===== src/rtl/ring_nic.sv =====
// ring_nic: PE-side network interface with one inbound and one outbound packet buffer, VC-polarity gated injection.
module ring_nic #(
    parameter int DATA_WIDTH = 64
) (
    input  logic                  clk,
    input  logic                  reset,
    input  logic [1:0]            addr,
    input  logic [DATA_WIDTH-1:0] d_in,
    output logic [DATA_WIDTH-1:0] d_out,
    input  logic                  nicEn,
    input  logic                  nicWrEn,
    input  logic                  net_si,
    output logic                  net_ri,
    input  logic [DATA_WIDTH-1:0] net_di,
    output logic                  net_so,
    input  logic                  net_ro,
    output logic [DATA_WIDTH-1:0] net_do,
    input  logic                  net_polarity
);
    logic [DATA_WIDTH-1:0] icb, ocb, rd_data;
    logic ics_full, ocs_full, rd, wr;
    assign rd = nicEn & ~nicWrEn;
    assign wr = nicEn & nicWrEn;
    assign net_ri = reset & ~ics_full;
    assign net_so = reset & ocs_full & net_ro & (net_polarity == ocb[DATA_WIDTH-1]);
    assign net_do = ocb;
    always_comb begin
        rd_data = addr == 2'b00 ? icb :
                  addr == 2'b01 ? {{(DATA_WIDTH-1){1'b0}}, ics_full} :
                  addr == 2'b10 ? ocb : {{(DATA_WIDTH-1){1'b0}}, ocs_full};
    end
    // arrival and read-clear never coincide: arrival needs ics_full==0, clear needs ics_full==1
    always_ff @(posedge clk) begin
        if (!reset) begin
            icb      <= '0;
            ocb      <= '0;
            ics_full <= 1'b0;
            ocs_full <= 1'b0;
            d_out    <= '0;
        end else begin
            if (net_si && net_ri) begin
                icb      <= net_di;
                ics_full <= 1'b1;
            end else if (rd && addr == 2'b00) begin
                ics_full <= 1'b0;
            end
            if (net_so)
                ocs_full <= 1'b0;
            else if (wr && addr == 2'b10 && !ocs_full) begin
                ocb      <= d_in;
                ocs_full <= 1'b1;
            end
            if (rd)
                d_out <= rd_data;
        end
    end
endmodule


===== config.mk =====
export PLATFORM = sky130hd
export DESIGN_NAME = ring_nic
export DESIGN_NICKNAME = d
export VERILOG_FILES = /design/src/rtl/ring_nic.sv
export SDC_FILE = /design/constraint.sdc
export NUM_CORES = 1
export LEC_CHECK = 0
export ABC_CLOCK_PERIOD_IN_PS = 2000
export BUFFER_PORTS_ARGS = -buffer_cell sky130_fd_sc_hd__buf_4
export CELL_PAD_IN_SITES_DETAIL_PLACEMENT = 2
export CELL_PAD_IN_SITES_GLOBAL_PLACEMENT = 2
export CORE_MARGIN = 1
export CORE_UTILIZATION = 31
export CTS_CLUSTER_DIAMETER = 100
export DETAILED_ROUTE_END_ITERATION = 10
export GPL_ROUTABILITY_DRIVEN = 0
export PLACE_DENSITY = 0.89
export SLEW_MARGIN = 15
export SYNTH_ARGS = -nofsm -noshare
export SYNTH_HDL_FRONTEND = slang
export SYNTH_SLANG_ARGS = --single-unit

===== constraint.sdc =====
create_clock -name clk -period 2 [get_ports clk]
set_clock_uncertainty 0.1 [all_clocks]
set_input_delay 0 -clock clk [delete_from_list [all_inputs] [get_ports clk]]
set_output_delay 0 -clock clk [all_outputs]
set_load 0.01 [all_outputs]

==> results_dict.tcl <==
set metrics [dict create \
    drv_cap 0 \
    fin_ws_ps 55.4 \
    ys_ff_latch 194 \
    vias 7654 \
    fp-row-count 56 \
    route.antenna.remaining_nets 0 \
    first_global_vias 8964 \
    syn_area_per_cell_sq_um 9.35 \
    fp.dieH_microns 157 \
    min_period_over_period_pct 97.2 \
    root_buffer "clkbuf_16" \
    cp_cell_sequence "mux4_2, mux2i_2, nor2b_1, dlygate4sd3_1" \
    gr-total-overflow 0 \
    synth_compound_area_share_pct 8.75 \
    n_fill_cell 2478 \
    crit_type "flop to flop" \
    antenna_found_initial 2 \
    finalWirelength_microns 35300 \
    drive_gt1_share_pct 27.3 \
    min_path_type "input port to flop" \
    syn_nets 932 \
    hpwl_microns 19300 \
    cts_buffers 17 \
    synth_cell_type_count 26 \
    clk_pin_slew_worst_paths_ps 90 \
    final-hold-violation-count 0 \
    synth-simple-area-share_pct 23.8 \
    die_x_microns 157 \
    status "complete, no violations" \
    max_stage_delay_ps 570 \
    port_buffers 266 \
    worstPathArrival_ps 2150 \
    synthToLayoutAreaGrowth_pct 54.5 \
    track_usage_pct 28.5 \
    grt_pass1_wl_microns 52400 \
    fin_crit_ps 1940 \
    worst_path_max_delay_cell "dlygate4sd3_1" \
    cts.sinks 194 \
    synth_fa_ha_area_share_pct 0 \
    p_leak_nw 5.39 \
    synth_top_family_by_area "simple AND/OR/NAND/NOR gates" \
    yosysWarnings 0 \
    drv_slew 0 \
    power.density_nw_per_um2 738 \
    fin_cells 1492 \
    first_iter_violations 255 \
    setup_viol_count_final 0 \
    syn_area_sq_um 7430 \
    dpl_cell_area_sq_um 9570 \
    start_kind "flop" \
    final_cell_mix "275 x buf_4, 257 x nand2_1, 193 x dfxtp_1, 135 x dlygate4sd3_1" \
    clk_latency_ps 440 \
    dieArea_sq_um 24600 \
    fin_nets 1295 \
    relSlewSlack_pct 24.9 \
    end_kind "flop" \
    pre_cts_slack_ps 296 \
    cts_setup_buffers 0 \
    final_common_cell "buf_4" \
    muxShareOfSynthArea_pct 9.11 \
    crit_fanout 3 \
    via_per_inst 5.13 \
    postLayoutCellArea_sq_um 11500 \
    required_ps 2210 \
    htreeDepth 4 \
    wl_per_cell_microns 23.7 \
    dp_cells 1323 \
    synth-xor-area-share_pct 0.118 \
    cts_tree "done" \
    worst_pin_slew_ps 1130 \
    core_sq_um 23500 \
    synth-seq-area-share_pct 52.3 \
    dr.pass1.iters 4 \
    synthCells 795 \
    cts_max_path_buffers 2 \
    utilization_pct 48.9 \
    rsz0062_at_grt "false" \
    tns_ps 0 \
    start_util_pct 31.7 \
    drcViolationCount 0 \
    peakVddDrop_uv 409 \
    max_freq_mhz 514 \
    grt_max_degree 106 \
    io_pins 267 \
]
-- metrics by stage --
stage	power, mW	hold slack [ps]
final	8.47	142
after global routing	8.79	158
after CTS	8.44	124
after detailed placement	4.91	91.1
after global placement	4.86	82.4
after floorplan	4.48	-1.05
-- layout make-up --
class | instances | area [sq um] | share of cell area (%)
Antenna cell | 2 | 5.00 | 0.0436
Clock buffer | 19 | 433 | 3.77
Clock inverter | 13 | 118 | 1.02
Multi-Input combinational cell | 529 | 3120 | 27.2
Sequential cell | 194 | 3880 | 33.8
Tap cell | 319 | 399 | 3.48
Timing Repair Buffer | 416 | 3520 | 30.6
-- power breakdown --
part	internal, mW	switching (mW)	total (mW)
clock network	1.65	1.73	3.38
logic	0.518	0.484	1.00
registers	3.99	0.0998	4.09
-- cells by family (layout without fill, tap and decap cells) --
| kind of cell | count (synthesis) | count (layout) |
|---|---|---|
| other | 0 | 2 |
| AOI/OAI and AO/OA | 66 | 66 |
| DFF | 194 | 194 |
| and+or+nand+nor | 396 | 396 |
| buffers and inverters | 72 | 448 |
| xor gates and xnor gates | 1 | 1 |
| muxes | 66 | 66 |
-- cell usage after synthesis --
master	number	area share (%)
a31oi_1	1	0.084
buf_2	6	0.40
and3b_1	2	0.24
and3_1	63	5.3
dfxtp_1	194	52
and4b_1	1	0.13
mux2i_1	65	8.8
nor2b_4	1	0.19
and2_1	1	0.084
buf_8	1	0.20
clkbuf_1	42	2.1
o2bb2ai_1	1	0.12
nor3b_1	1	0.10
buf_12	5	1.3
nand3_1	64	4.3
buf_6	9	1.4
nand3b_1	1	0.10
buf_4	1	0.10
o21ai_0	1	0.067
a221o_1	63	8.5
nand2_1	257	13
nor2b_1	4	0.34
xor2_1	1	0.12
mux4_1	1	0.35
nor2_1	1	0.050
buf_1	8	0.40
-- final timing paths --
kind | from | endpoint | slack (ps) | cells past startpoint
worst max-delay path | ocs_full | d_out[0] | 60 | 4
worst min-delay path | net_si | icb[40] | 140 | 4
worst max register to register | ocs_full | d_out[0] | 60 | 4
worst min register to register | icb[53] | icb[53] | 360 | 2
-- critical path, delay by kind of cell, from the launching register on --
family / cells / cell delay (ps)
multiplexers: 2 / 690
buffers and inverters: 1 / 570
flip-flops: 1 / 370
AND/OR/NAND/NOR: 1 / 70
-- state kept, by name (all words and copies together), names as in the netlist --
name / count
icb: 64
d_out: 64
net_do: 64
ics_full: 1
ocs_full: 1
-- metal layers --
layer / up-vias / global-route usage, % / routed length [microns]
met3: 72 / 6.51 / 1840
met4: 0 / 12.7 / 1200
met2: 271 / 55.0 / 19400
li1: 3471 / - / -
met1: 3840 / 29.0 / 12900
met5: - / 0 / 0
-- repair_timing --
action	4_1_cts	5_1_grt
endpoints found under the setup margin	0	2
hold buffers	135	0
gates resized for setup	0	4
endpoints found under the hold margin	131	0
No activity file was read; power rests on OpenSTA's default activity.
